**src/rtl/key_debouncer_pkg.sv**
```systemverilog
// key_debouncer_pkg: shared state encoding, default timing constants and counter sizing
package key_debouncer_pkg;
   typedef enum logic [2:0] {IDLE, PRESS_WAIT, HELD, LONG_HELD, RELEASE_WAIT} state_e;
   localparam int DEF_N_KEYS          = 4;
   localparam int DEF_DEBOUNCE_CYCLES = 1000000;
   localparam int DEF_LONG_CYCLES     = 50000000;
   localparam int DEF_REPEAT_CYCLES   = 10000000;
   function automatic int cnt_width(input int a, input int b, input int c);
      int m;
      m = (a > b) ? a : b;
      m = (m > c) ? m : c;
      return (m > 1) ? $clog2(m) : 1;
   endfunction
endpackage

```
**src/rtl/key_debouncer_if.sv**
```systemverilog
// key_debouncer_if: raw key inputs and debounced level/strobe outputs
interface key_debouncer_if #(parameter int N_KEYS = key_debouncer_pkg::DEF_N_KEYS);
   logic [N_KEYS-1:0] KEY;
   logic [N_KEYS-1:0] pressed;
   logic [N_KEYS-1:0] press_pulse;
   logic [N_KEYS-1:0] release_pulse;
   logic [N_KEYS-1:0] long_pulse;
   logic [N_KEYS-1:0] repeat_pulse;
   modport master (output KEY, input pressed, press_pulse, release_pulse, long_pulse, repeat_pulse);
   modport slave  (input KEY, output pressed, press_pulse, release_pulse, long_pulse, repeat_pulse);
endinterface

```
**src/rtl/key_debouncer_channel.sv**
```systemverilog
// key_debounce_channel: synchronizer, press/long/repeat FSM and shared counter for one key
module key_debounce_channel
   import key_debouncer_pkg::*;
#(
   parameter int DEBOUNCE_CYCLES = DEF_DEBOUNCE_CYCLES,
   parameter int LONG_CYCLES     = DEF_LONG_CYCLES,
   parameter int REPEAT_CYCLES   = DEF_REPEAT_CYCLES
) (
   input  logic clk_i,
   input  logic rst_ni,
   input  logic key_i,
   output logic pressed_o,
   output logic press_pulse_o,
   output logic release_pulse_o,
   output logic long_pulse_o,
   output logic repeat_pulse_o
);
   localparam int CW = cnt_width(DEBOUNCE_CYCLES, LONG_CYCLES, REPEAT_CYCLES);
   localparam logic [CW-1:0] DEB_LAST  = CW'(DEBOUNCE_CYCLES - 1);
   localparam logic [CW-1:0] LONG_LAST = CW'(LONG_CYCLES - 1);
   localparam logic [CW-1:0] REP_LAST  = CW'(REPEAT_CYCLES - 1);
   logic [1:0]    sync_q;
   state_e        state_q, state_d;
   logic [CW-1:0] cnt_q, cnt_d;
   logic          press_d, release_d, long_d, repeat_d;
   logic          k;
   // sync flops idle at 1 so a key held through reset is re-debounced afterwards
   assign k = ~sync_q[1];
   always_ff @(posedge clk_i or negedge rst_ni) begin
      if (!rst_ni) begin
         sync_q          <= 2'b11;
         state_q         <= IDLE;
         cnt_q           <= '0;
         pressed_o       <= 1'b0;
         press_pulse_o   <= 1'b0;
         release_pulse_o <= 1'b0;
         long_pulse_o    <= 1'b0;
         repeat_pulse_o  <= 1'b0;
      end else begin
         sync_q          <= {sync_q[0], key_i};
         state_q         <= state_d;
         cnt_q           <= cnt_d;
         pressed_o       <= (state_d == HELD) || (state_d == LONG_HELD) || (state_d == RELEASE_WAIT);
         press_pulse_o   <= press_d;
         release_pulse_o <= release_d;
         long_pulse_o    <= long_d;
         repeat_pulse_o  <= repeat_d;
      end
   end
   always_comb begin
      state_d   = state_q;
      cnt_d     = cnt_q + 1'b1;
      press_d   = 1'b0;
      release_d = 1'b0;
      long_d    = 1'b0;
      repeat_d  = 1'b0;
      unique case (state_q)
         IDLE: begin
            cnt_d = '0;
            if (k) state_d = PRESS_WAIT;
         end
         PRESS_WAIT: begin
            if (!k) begin
               state_d = IDLE;
               cnt_d   = '0;
            end else if (cnt_q == DEB_LAST) begin
               state_d = HELD;
               cnt_d   = '0;
               press_d = 1'b1;
            end
         end
         HELD: begin
            if (!k) begin
               state_d = RELEASE_WAIT;
               cnt_d   = '0;
            end else if (cnt_q == LONG_LAST) begin
               state_d = LONG_HELD;
               cnt_d   = '0;
               long_d  = 1'b1;
            end
         end
         LONG_HELD: begin
            if (!k) begin
               state_d = RELEASE_WAIT;
               cnt_d   = '0;
            end else if (cnt_q == REP_LAST) begin
               cnt_d    = '0;
               repeat_d = 1'b1;
            end
         end
         RELEASE_WAIT: begin
            if (k) begin
               state_d = HELD;
               cnt_d   = '0;
            end else if (cnt_q == DEB_LAST) begin
               state_d   = IDLE;
               cnt_d     = '0;
               release_d = 1'b1;
            end
         end
         default: begin
            state_d = IDLE;
            cnt_d   = '0;
         end
      endcase
   end
endmodule

```
**src/rtl/key_debouncer.sv**
```systemverilog
// key_debouncer: N_KEYS independent push-button debouncers with long-press and auto-repeat
module key_debouncer
   import key_debouncer_pkg::*;
#(
   parameter int N_KEYS          = DEF_N_KEYS,
   parameter int DEBOUNCE_CYCLES = DEF_DEBOUNCE_CYCLES,
   parameter int LONG_CYCLES     = DEF_LONG_CYCLES,
   parameter int REPEAT_CYCLES   = DEF_REPEAT_CYCLES
) (
   input logic            CLOCK_50,
   input logic            RST_N,
   key_debouncer_if.slave bus
);
   logic [N_KEYS-1:0] pressed, press_pulse, release_pulse, long_pulse, repeat_pulse;
   for (genvar g = 0; g < N_KEYS; g++) begin : g_ch
      key_debounce_channel #(
         .DEBOUNCE_CYCLES(DEBOUNCE_CYCLES),
         .LONG_CYCLES    (LONG_CYCLES),
         .REPEAT_CYCLES  (REPEAT_CYCLES)
      ) u_ch (
         .clk_i          (CLOCK_50),
         .rst_ni         (RST_N),
         .key_i          (bus.KEY[g]),
         .pressed_o      (pressed[g]),
         .press_pulse_o  (press_pulse[g]),
         .release_pulse_o(release_pulse[g]),
         .long_pulse_o   (long_pulse[g]),
         .repeat_pulse_o (repeat_pulse[g])
      );
   end
   assign bus.pressed       = pressed;
   assign bus.press_pulse   = press_pulse;
   assign bus.release_pulse = release_pulse;
   assign bus.long_pulse    = long_pulse;
   assign bus.repeat_pulse  = repeat_pulse;
endmodule

```
**src/flat_wrapper.sv**
```systemverilog
// flat-port wrapper written by rule: the top's interface ports become plain ports
module key_debouncer_flat import key_debouncer_pkg::*;
#(
   parameter int N_KEYS          = DEF_N_KEYS,
   parameter int DEBOUNCE_CYCLES = DEF_DEBOUNCE_CYCLES,
   parameter int LONG_CYCLES     = DEF_LONG_CYCLES,
   parameter int REPEAT_CYCLES   = DEF_REPEAT_CYCLES
)
  (CLOCK_50, RST_N, bus_KEY, bus_pressed, bus_press_pulse, bus_release_pulse, bus_long_pulse, bus_repeat_pulse);
  key_debouncer_if #(.N_KEYS(N_KEYS)) bus_i ();
  input logic CLOCK_50;
  input logic RST_N;
  input wire logic [$bits(bus_i.KEY)-1:0] bus_KEY;
  output wire logic [$bits(bus_i.pressed)-1:0] bus_pressed;
  output wire logic [$bits(bus_i.press_pulse)-1:0] bus_press_pulse;
  output wire logic [$bits(bus_i.release_pulse)-1:0] bus_release_pulse;
  output wire logic [$bits(bus_i.long_pulse)-1:0] bus_long_pulse;
  output wire logic [$bits(bus_i.repeat_pulse)-1:0] bus_repeat_pulse;
  assign bus_i.KEY = bus_KEY;
  assign bus_pressed = bus_i.pressed;
  assign bus_press_pulse = bus_i.press_pulse;
  assign bus_release_pulse = bus_i.release_pulse;
  assign bus_long_pulse = bus_i.long_pulse;
  assign bus_repeat_pulse = bus_i.repeat_pulse;
  key_debouncer #(.N_KEYS(N_KEYS), .DEBOUNCE_CYCLES(DEBOUNCE_CYCLES), .LONG_CYCLES(LONG_CYCLES), .REPEAT_CYCLES(REPEAT_CYCLES)) u_core (.CLOCK_50(CLOCK_50), .RST_N(RST_N), .bus(bus_i));
endmodule
```
**config.mk**
```make
export PLATFORM = sky130hd
export DESIGN_NAME = key_debouncer_flat
export DESIGN_NICKNAME = d
export VERILOG_FILES = /design/src/rtl/key_debouncer_pkg.sv /design/src/rtl/key_debouncer_if.sv /design/src/rtl/key_debouncer_channel.sv /design/src/rtl/key_debouncer.sv /design/src/flat_wrapper.sv
export SDC_FILE = /design/constraint.sdc
export NUM_CORES = 1
export LEC_CHECK = 0
export CELL_PAD_IN_SITES_DETAIL_PLACEMENT = 1
export CELL_PAD_IN_SITES_GLOBAL_PLACEMENT = 1
export CORE_MARGIN = 1.5
export CORE_UTILIZATION = 30
export DETAILED_ROUTE_END_ITERATION = 12
export PLACE_DENSITY_LB_ADDON = 0.1
export SYNTH_ARGS = -nofsm -noshare
export SYNTH_HDL_FRONTEND = slang
export SYNTH_SLANG_ARGS = --single-unit
```
**constraint.sdc**
```tcl
create_clock -name CLOCK_50 -period 4.7 [get_ports CLOCK_50]
set_input_delay 0.94 -clock CLOCK_50 [delete_from_list [all_inputs] [get_ports CLOCK_50]]
set_output_delay 0.94 -clock CLOCK_50 [all_outputs]
set_load 0.01 [all_outputs]
```
# Yosys cells after proc, flatten, opt, wreduce, memory -nomap -nowiden
# Cells that the tools add are included.
dict set report totals {
  reg_bits 144
  in_bits 6
  output_inout_bits 20
}
dict set report op_classes {
  n_addsub 4
  n_eq_ne 40
  muxes 112
  reduce_logical 12
}
# operator count
set op_table {}
lappend op_table {{26-bit two-way mux} 28}
lappend op_table {{26-bit case mux with 4 select lines} 4}
lappend op_table {{26-bit by 1-bit adder with 26-bit output (second input constant)} 4}
lappend op_table {{26-bit by 20-bit equality test with 1-bit output (second input constant)} 4}
lappend op_table {{26-bit by 24-bit equality test with 1-bit output (second input constant)} 4}
lappend op_table {{26-bit equality test (second input constant)} 4}
lappend op_table {{3-bit two-way mux} 32}
lappend op_table {{3-bit case mux with 5 select lines} 4}
lappend op_table {{3-bit by 2-bit equality test with 1-bit output (second input constant)} 16}
lappend op_table {{1-bit two-way mux} 44}
lappend op_table {{3-bit equality test (second input constant)} 8}
lappend op_table {{3-bit by 1-bit equality test with 1-bit output (second input constant)} 4}
lappend op_table {{3-bit logical NOT} 4}
lappend op_table {{1-bit logical OR} 8}

# Logic depth before layout (Yosys ltp)
dict set report depth {
  word_depth 7
  mapped_depth 8
}

# Modules after synthesis
# Synthesis repeated with hierarchy kept, for this count alone.
dict set report hier_totals {
  hier_cells 722
  area_unflattened_um2 7249.5
}
# mod instances cells_per_inst area_each_um2 seq_area_each_um2
set modules_own_cells {}
lappend modules_own_cells {{key_debounce_channel at u_core.g_ch[0].u_ch ...} 2 180 1816.7 903.4}
lappend modules_own_cells {{key_debounce_channel at u_core.g_ch[3].u_ch} 1 180 1811.7 903.4}
lappend modules_own_cells {{key_debounce_channel at u_core.g_ch[2].u_ch} 1 182 1804.2 903.4}

# Worst setup path before layout
# Ideal clock, no wire load.
dict set report synth_timing {
  path_kind {register -> register}
  start {register u_core.g_ch[0].u_ch.cnt_q[8]}
  end {register u_core.g_ch[0].u_ch.cnt_q[10]}
  setup_time_ns 0.119
  t_arrival_ns 1.977
  t_required_ns 4.581
  path_slack_ns 2.605
  stages_incl_launch_ff 8
  n_path_buf 2
  path_cell_list {dfrtp_1 -> or4b_1 -> or4_1 -> a21oi_1 -> o22a_2 -> buf_6 -> buf_6 -> nor2_1}
}
dict set report synth_via {
  elab_chain_len 4
}
# element line
set synth_lines {}
lappend synth_lines {{start: declaration} key_debouncer_channel.sv:24} ;# logic [CW-1:0] cnt_q, cnt_d;
lappend synth_lines {{start signal: assignment} key_debouncer_channel.sv:42} ;# cnt_q <= cnt_d;
lappend synth_lines {{26-bit by 1-bit adder with 26-bit output, or another cell as far along} key_debouncer_channel.sv:52} ;# cnt_d = cnt_q + 1'b1;
lappend synth_lines {{26-bit two-way mux, on equally long branches (2 in a row)} --}
lappend synth_lines {{26-bit case mux with 4 select lines (*)} key_debouncer_channel.sv:57} ;# unique case (state_q)
lappend synth_lines {{via u_core.g_ch[0].u_ch.cnt_d[10]} key_debouncer_channel.sv:24}
# The timed path passes the listed nets; every way through them passes the cells marked *.

# Final worst setup path
dict set report layout_timing {
  start {register u_core.g_ch[3].u_ch.cnt_q[7]}
  end {register u_core.g_ch[3].u_ch.cnt_q[1]}
}
dict set report layout_via {
  elab_chain_len 4
}
# element line
set layout_lines {}
lappend layout_lines {{start: declaration} key_debouncer_channel.sv:24}
lappend layout_lines {{start signal: assignment} key_debouncer_channel.sv:42}
lappend layout_lines {{26-bit by 20-bit equality test with 1-bit output, or another cell as far along} {key_debouncer_channel.sv:66, key_debouncer_channel.sv:95}}
lappend layout_lines {{26-bit two-way mux, on equally long branches (2 in a row)} --}
lappend layout_lines {{26-bit case mux with 4 select lines (*)} key_debouncer_channel.sv:57}
lappend layout_lines {{via u_core.g_ch[3].u_ch.cnt_d[1]} key_debouncer_channel.sv:24}
# Marked as above.

==> results_dict.tcl <==
set metrics [dict create \
    status "finished, final reports clean" \
    place_area_mm2 0.007587 \
    synthTopCellsByArea "dfrtp_1 (47%), xor2_1 (7.1%), nor2_1 (6.5%)" \
    synth-edff-count 0 \
    vias 5362 \
    wl_per_cell_um 15.60 \
    clock_sinks 144 \
    fin_nets 748 \
    peakVddDrop_mv 0.1537 \
    synth_area_per_cell_um2 9.840 \
    maxCapViolCount 0 \
    cts_buffers 17 \
    cts_buffer_depth 2 \
    pre_cts_ws_ns 1.855 \
    r2r_slack_ns 1.91 \
    crit_required_ns 4.96 \
    cts_tree "yes" \
    yosysSeqAreaShare 0.5023 \
    antenna_cells 0 \
    core_mm2 0.02347 \
    synth_fp_nets 741 \
    first_pass_iters 4 \
    layout_common_cells "dfrtp_1 (136), nor2_1 (124), xor2_1 (58)" \
    p_sw_frac 0.2266 \
    grt_pass1_wl_mm 29.33 \
    final-hold-violation-count 0 \
    cts_htree_levels 4 \
    async_flop_share 1.000 \
    layout_commonest_cell "dfrtp_1" \
    hpwl_mm 11.43 \
    crit_path_max_fanout 26 \
    drc_errors 0 \
    critPathCaptureType "flip-flop" \
    globalRoute.totalOverflow 0 \
    synth_seq_cells 144 \
    finalPower_mw 2.713 \
    cts_root_buf "clkbuf_16" \
    finalInstanceArea_mm2 0.008184 \
    ys_types 52 \
    crit_chain "or4b_1 > or4_1 > a21oi_1 > o32a_1 > nor2b_1" \
    yosys.area.top_type "dfrtp_1" \
    io_buffers 25 \
    routed_via_density 5.011 \
    io_pins 26 \
    finalWorstSetupSlack_ns 1.909 \
    fp-row-count 56 \
    holdBufCountCts 0 \
    power.leakage_nw 3.156 \
    period_needed_ns 2.791 \
    wl_met1_mm 7.924 \
    clk_pin_slew_worst_paths_ns 0.06 \
    crit_type "reg2reg" \
    dieArea_mm2 0.02492 \
    grt_setup_unrepaired "false" \
    share_seq_of_total_power 0.465 \
    tightest_slew_ns 1.259 \
    drt_iter0_markers 269 \
    clk_latency_ns 0.42 \
    maxUsedRoutingLayer "met4" \
    cts_setup_buffers 0 \
    p_int_mw 2.098 \
    finalMaxSlewViolations 0 \
    power_frac_comb 0.022 \
    cp.buffers_inverters 0 \
    routed_wl_mm 16.69 \
    fmax_ghz 0.3584 \
    cpLargestDelayFamily "simple AND/OR/NAND/NOR gates" \
    drive_above_1_share 0.07590 \
    min_path_type "reg2reg" \
    fin_crit_sh 0.5937 \
    fin_setup_tns_ns 0 \
    gp_congestion 0.7434 \
    arrival_ns 3.05 \
    synth_top_area_frac 0.4731 \
    slew_headroom 0.1530 \
    powerDensity_mw_per_mm2 331.5 \
    grt_use_total 0.1485 \
    dieHeight_um 157.8 \
    areaGrowthSynthToFinish_pct 13.78 \
    switchingPower_uw 614.8 \
    synthCells 731 \
    synthFlopType "dfrtp_1" \
    slowest_stage "o32a_1" \
    slowest_delay_ns 0.85 \
    start_util 0.3064 \
    dr_wl_met3_um 389 \
    ctsResizeCount 0 \
    holdWs_ns 0.3551 \
    grt_pass1_vias 5814 \
    grt_start_max_net_pins 85 \
    met2WireLength_mm 8.172 \
    start_kind "flip-flop" \
    finalSetupViolations 0 \
    antenna_left 0 \
    power_frac_clock 0.513 \
    fin_skew_ns 0.007936 \
    synth_area_mm2 0.007193 \
    yosys_warnings 0 \
    dieWidth_um 157.8 \
    antenna_found_initial 0 \
]
-- layer usage --
layer,vias to the layer above,GRT usage
li1,2541,-
met1,2748,0.1883
met2,58,0.2500
met3,15,0.03230
met4,0,0.04942
met5,-,0
-- cells by family after synthesis --
logic type / Yosys count / share of synthesized area
flip-flops: 144 / 0.5023
adder cells (fa/ha/maj): 4 / 0.006958
AO/OA/AOI/OAI: 37 / 0.03496
AND/OR/NAND/NOR: 398 / 0.2921
buffers and inverters: 52 / 0.04610
XOR/XNOR: 94 / 0.1145
multiplexers: 2 / 0.003131
-- per-stage QoR --
step | utilization | instances
after floorplan | - | 731
after global placement | 0.3232 | 1038
after detailed placement | 0.3232 | 1038
after CTS | 0.3487 | 1070
after global routing | 0.3487 | 1070
final | 0.3487 | 1070
-- worst paths after layout --
path	from	end	cells past startpoint
setup / recovery	u_core.g_ch[3].u_ch.cnt_q[7]	u_core.g_ch[3].u_ch.cnt_q[1]	5
hold / removal	u_core.g_ch[0].u_ch.sync_q[0]	u_core.g_ch[0].u_ch.sync_q[1]	0
setup reg to reg	u_core.g_ch[3].u_ch.cnt_q[7]	u_core.g_ch[3].u_ch.cnt_q[1]	5
hold reg to reg	u_core.g_ch[0].u_ch.sync_q[0]	u_core.g_ch[0].u_ch.sync_q[1]	0
max in group asynchronous	RST_N	u_core.g_ch[1].u_ch.cnt_q[0]	2
min in group asynchronous	RST_N	u_core.g_ch[1].u_ch.cnt_q[22]	1
-- state kept, by name, summed over array words and instances, names as in the netlist --
| register | cells |
|---|---|
| u_core.g_ch.u_ch.repeat_pulse_o | 4 |
| u_core.g_ch.u_ch.release_pulse_o | 4 |
| u_core.g_ch.u_ch.long_pulse_o | 4 |
| u_core.g_ch.u_ch.pressed_o | 4 |
| u_core.g_ch.u_ch.sync_q | 8 |
| u_core.g_ch.u_ch.press_pulse_o | 4 |
| u_core.g_ch.u_ch.state_q | 12 |
| u_core.g_ch.u_ch.cnt_q | 104 |
-- cell type report --
| class | instances | area, µm² |
|---|---|---|
| fillers | 2635 | 15290 |
| flip-flops and latches | 144 | 3613 |
| multi-input cells | 535 | 3248 |
| clock buffers | 18 | 429.2 |
| well taps | 319 | 399.1 |
| repair buffers | 30 | 289.0 |
| clock inverters | 14 | 167.7 |
| inverters | 10 | 37.54 |
-- Yosys cell counts, drive strengths merged (2+ instances only) --
library cell / instances
nand3: 48
a21o: 2
nor2b: 9
and4: 8
o32a: 2
and3: 20
nor4bb: 6
mux2: 2
xnor2: 36
nor4b: 7
and4b: 2
o31ai: 2
nor4: 16
dfstp: 8
and3b: 2
dfrtp: 136
a21oi: 8
buf: 32
nand2: 47
or4: 9
nor3: 36
a31oi: 3
nand4: 34
or3: 5
nor2: 124
or2: 3
a311oi: 2
clkbuf: 10
or4b: 3
o21ai: 10
and2: 5
ha: 4
nand3b: 8
nor3b: 4
xor2: 58
inv: 10
-- power by group through the flow --
stage	combinational, mW	clock, mW	sequential (mW)
6_report	0.0589	1.39	1.26
5_1_grt	0.0689	1.49	1.26
4_1_cts	0.0628	1.44	1.26
3_5_place_dp	0.0624	0	1.28
3_3_place_gp	0.0603	0	1.28
2_1_floorplan	0.0336	0	1.28
(Power assumes the default switching activity.)
==> edit 1 (config.mk and constraints unchanged) <==
`DEF_REPEAT_CYCLES`: 10000000 -> 2500000.
--- a/src/rtl/key_debouncer_pkg.sv
+++ b/src/rtl/key_debouncer_pkg.sv
@@ -5,5 +5,5 @@
    localparam int DEF_DEBOUNCE_CYCLES = 1000000;
    localparam int DEF_LONG_CYCLES     = 50000000;
-   localparam int DEF_REPEAT_CYCLES   = 10000000;
+   localparam int DEF_REPEAT_CYCLES   = 2500000;
    function automatic int cnt_width(input int a, input int b, input int c);
       int m;
Behaviour: same outputs for any inputs over 4 cycles, from zero or initial values and one cycle with RST_N low; that may be too few to reach the edited logic, so the function may still have changed.
==> edit 1 against the unedited design <==
  * Critical path depth stayed put
  * Sequential share of layout area decreased by 0.47 points
  * Area after synthesis grew 1.1%
  * Critical path type unchanged
  * Setup slack got worse by 0.16 ns
  * Total power shrank 2.7%
  * Sequential cell count stayed put
  * Cell area up 1.1%
  * Wire length increased by 0.98%
  * Sequential power is essentially flat
==> edit 1: results (changes against the unedited design) <==
.. list-table::
   :header-rows: 1

   * - Metric
     - Value
   * - All-layer global routing usage
     - 15.0% (was 14.8%)
   * - Area contributors post-synth
     - sky130_fd_sc_hd__dfrtp_1, sky130_fd_sc_hd__nor2_1, sky130_fd_sc_hd__xor2_1, sky130_fd_sc_hd__xnor2_1, sky130_fd_sc_hd__nand3_1 (was sky130_fd_sc_hd__dfrtp_1, sky130_fd_sc_hd__xor2_1, sky130_fd_sc_hd__nor2_1, sky130_fd_sc_hd__xnor2_1, sky130_fd_sc_hd__nand3_1)
   * - Global placer's final weighted congestion
     - 0.763 (was 0.743)
   * - Total nets after synthesis
     - 754 (was 741)
   * - Worst min-delay path startpoint
     - u_core.g_ch[3].u_ch.sync_q[0] (was u_core.g_ch[0].u_ch.sync_q[0])
   * - Actual transition at the worst max-transition pin
     - 1.18 ns (was 1.26 ns)
   * - Non-clock inverter instance count of the final layout
     - 12 (was 10)
   * - Multi-input gates
     - 550 (was 535)
   * - HPWL Detailed
     - 11,700 um (was 11,400 um)
   * - Via count
     - 5,413 (was 5,362)
   * - Flop pwr share
     - 47.8% (was 46.5%)
   * - Initial DRC Count
     - 237 (was 269)
   * - Slowest CP cell
     - sky130_fd_sc_hd__a22oi_2 (was sky130_fd_sc_hd__o32a_1)
   * - R2r startpoint
     - u_core.g_ch[1].u_ch.cnt_q[12] (was u_core.g_ch[3].u_ch.cnt_q[7])
   * - Setup Slack @ Placement
     - 1.71 ns (was 1.86 ns)
   * - Net count, final
     - 764 (was 748)
   * - Pleak
     - 3.28 nW (was 3.16 nW)
   * - Worst Setup Slack, final
     - 1.75 ns (was 1.91 ns)
   * - Clk cell area share
     - 6.85% (was 7.29%)
   * - Outcome
     - completed (unchanged)
   * - Final-layout non-clock buffer area share
     - 3.40% (was 3.53%)
   * - Wire length on met1
     - 7790 um (was 7920 um)
   * - Met3 track demand over resource in global routing
     - 3.32% (was 3.23%)
   * - Net switching power
     - 580 uW (was 615 uW)
   * - Post-Route Skew
     - 0.00986 ns (was 0.00794 ns)
edit 1: cell types whose count changed after synthesis, sizes merged, moves of 3 or more:
| cell | unedited run | this run |
|---|---|---|
| nor3 | 36 | 20 |
| and3 | 20 | 29 |
| nor4 | 16 | 25 |
| o21ai | 10 | 3 |
| nor2 | 124 | 130 |
| nor4b | 7 | 2 |
| and4 | 8 | 12 |
| nor2b | 9 | 13 |
| o211a | 0 | 4 |
| or3 | 5 | 9 |
| xor2 | 58 | 54 |
| a221oi | 1 | 4 |
| buf | 32 | 29 |
edit 1: worst reg2reg max path, stage by stage (launching register included):
cell and delay [ns]:
sky130_fd_sc_hd__dfrtp_1 0.44, sky130_fd_sc_hd__nor4_1 0.43, sky130_fd_sc_hd__nand4_1 0.16, sky130_fd_sc_hd__or4_1 0.62
sky130_fd_sc_hd__a22oi_2 0.99, sky130_fd_sc_hd__nor2_1 0.14
edit 1: cells by family (layout without fill, tap and decap cells):
kind of cell / after synthesis / after routing / synth area share [%]
AND/OR/NAND/NOR: 418 / 418 / 30.5
flip-flops: 144 / 144 / 49.7
XOR/XNOR: 92 / 92 / 11.1
buffers and inverters: 50 / 73 / 4.01
AO/OA/AOI/OAI: 35 / 35 / 3.82
adder cells (fa/ha/maj): 4 / 4 / 0.688
multiplexers: 1 / 1 / 0.155
edit 1: metrics by stage:
step | cells | cell area, um^2 | utilization, % | power (mW) | hold slack, ns
floorplan | 744 | 7270 | - | 1.31 | 0.345
global placement | 1054 | 7700 | 32.6 | 1.35 | 0.346
detailed placement | 1054 | 7700 | 32.6 | 1.35 | 0.348
CTS | 1086 | 8270 | 35.0 | 2.70 | 0.357
global route | 1086 | 8270 | 35.0 | 2.76 | 0.362
finish | 1086 | 8270 | 35.0 | 2.64 | 0.356
==> edit 2 (same flow settings) <==
Made on the original files. Reset style: synchronous (`rst_ni`), changed in one clocked block.
--- a/src/rtl/key_debouncer_channel.sv
+++ b/src/rtl/key_debouncer_channel.sv
@@ -27,5 +27,5 @@
    // sync flops idle at 1 so a key held through reset is re-debounced afterwards
    assign k = ~sync_q[1];
-   always_ff @(posedge clk_i or negedge rst_ni) begin
+   always_ff @(posedge clk_i) begin
       if (!rst_ni) begin
          sync_q          <= 2'b11;
Check against the original RTL: no difference found for any inputs over 10 cycles, from zero or initial values and one cycle with RST_N low; that may be too few to reach the edited logic, so the function may still have changed.
==> edit 2 against the unedited design <==
  * Sequential cell count unchanged
  * Global-route usage up 0.24 points
  * Cell area down 4.1%
  * Hold slack better by 0.051 ns
  * Area after synthesis down 3.1%
  * Wire length up 4.1%
  * Setup slack worse by 0.037 ns
Power is not compared: it rests on default switching activity, and its combinational part moved more than twofold at a synthesized area within 25%.
==> edit 2: results (changes against the unedited design) <==
.. list-table::
   :header-rows: 1

   * - Metric
     - Value
   * - Critical path depth in cells
     - 6 (was 5)
   * - Worst Setup Slack, final
     - 1.87 ns (was 1.91 ns)
   * - Outcome
     - completed (unchanged)
   * - Via density
     - 5.24 (was 5.01)
   * - All-layer global routing usage
     - 15.1% (was 14.8%)
   * - Via count of the first global-routing pass
     - 5,818 (was 5,814)
   * - Detail-routed net length per standard cell
     - 16.1 um (was 15.6 um)
   * - Post-Route Skew
     - 0.0164 ns (was 0.00794 ns)
   * - Actual transition at the worst max-transition pin
     - 1.07 ns (was 1.26 ns)
   * - Fill cell count
     - 2,629 (was 2,635)
   * - Placed cell count
     - 1,049 (was 1,038)
   * - Setup Slack @ Placement
     - 1.63 ns (was 1.86 ns)
   * - Reg-to-reg endpoint
     - u_core.g_ch[0].u_ch.cnt_q[23] (was u_core.g_ch[3].u_ch.cnt_q[1])
   * - Global placer's final weighted congestion
     - 0.830 (was 0.743)
   * - HPWL Detailed
     - 12,100 um (was 11,400 um)
   * - Synth Area per Inst
     - 8.81 um^2 (was 9.84 um^2)
   * - Worst slack on hold paths
     - 0.406 ns (was 0.355 ns)
   * - Share of final-layout standard cells stronger than drive strength 1
     - 7.04% (was 7.59%)
   * - DP Area
     - 7250 um^2 (was 7590 um^2)
   * - Synth Area in Compound Gates
     - 8.85% (was 3.50%)
   * - Worst min-delay path startpoint
     - u_core.g_ch[3].u_ch.sync_q[0] (was u_core.g_ch[0].u_ch.sync_q[0])
   * - Share of synthesized area spent on multiplexers
     - 0% (was 0.313%)
   * - Hold EP
     - u_core.g_ch[3].u_ch.sync_q[1] (was u_core.g_ch[0].u_ch.sync_q[1])
   * - Pin count of the biggest net entering global routing
     - 27 (was 85)
   * - Register area share after synthesis
     - 41.4% (was 50.2%)
   * - Via count
     - 5,669 (was 5,362)
   * - Largest stage delay on the critical path
     - 0.83 ns (was 0.85 ns)
   * - Adder and majority cell fraction of the synthesized area
     - 0.718% (was 0.696%)
   * - Synth unique cells
     - 63 (was 52)
   * - Net count, final
     - 794 (was 748)
   * - Slowest CP cell
     - sky130_fd_sc_hd__o311a_1 (was sky130_fd_sc_hd__o32a_1)
   * - Area contributors post-synth
     - sky130_fd_sc_hd__dfxtp_1, sky130_fd_sc_hd__xor2_1, sky130_fd_sc_hd__nor2_1, sky130_fd_sc_hd__xnor2_1, sky130_fd_sc_hd__nor3_1 (was sky130_fd_sc_hd__dfrtp_1, sky130_fd_sc_hd__xor2_1, sky130_fd_sc_hd__nor2_1, sky130_fd_sc_hd__xnor2_1, sky130_fd_sc_hd__nand3_1)
   * - Share of the synthesized netlist area taken by xor and xnor gates
     - 11.1% (was 11.4%)
   * - Hold-critical path depth
     - 1 (was 0)
## edit 2: cell count changes in the layout (fill, tap and decap cells not counted), moves of 13 or more
cell / change
sky130_fd_sc_hd__dfxtp_1: +144
sky130_fd_sc_hd__dfrtp_1: -136
sky130_fd_sc_hd__nor2_1: -36
sky130_fd_sc_hd__a211oi_1: +15
sky130_fd_sc_hd__nand2b_1: +14
sky130_fd_sc_hd__a21oi_1: +13
sky130_fd_sc_hd__nor3_1: +13
## edit 2: area by class of cell
class	count	area (um^2)	area share [%]
repair buffers	31	293	3.73
clock inverters	12	160	2.04
multi-input cells	579	3680	46.9
flip-flops and latches	144	2880	36.7
clock buffers	19	433	5.52
inverters	11	41.3	0.526
well taps	285	357	4.54
## edit 2: metal layers
metal / vias to the layer above / global-route usage [%] / part of all wire [%]
met5: - / 0 / 0
met4: 0 / 4.67 / 1.2
met3: 18 / 3.20 / 2.6
met2: 62 / 25.0 / 48
met1: 2776 / 19.6 / 49
li1: 2813 / - / -
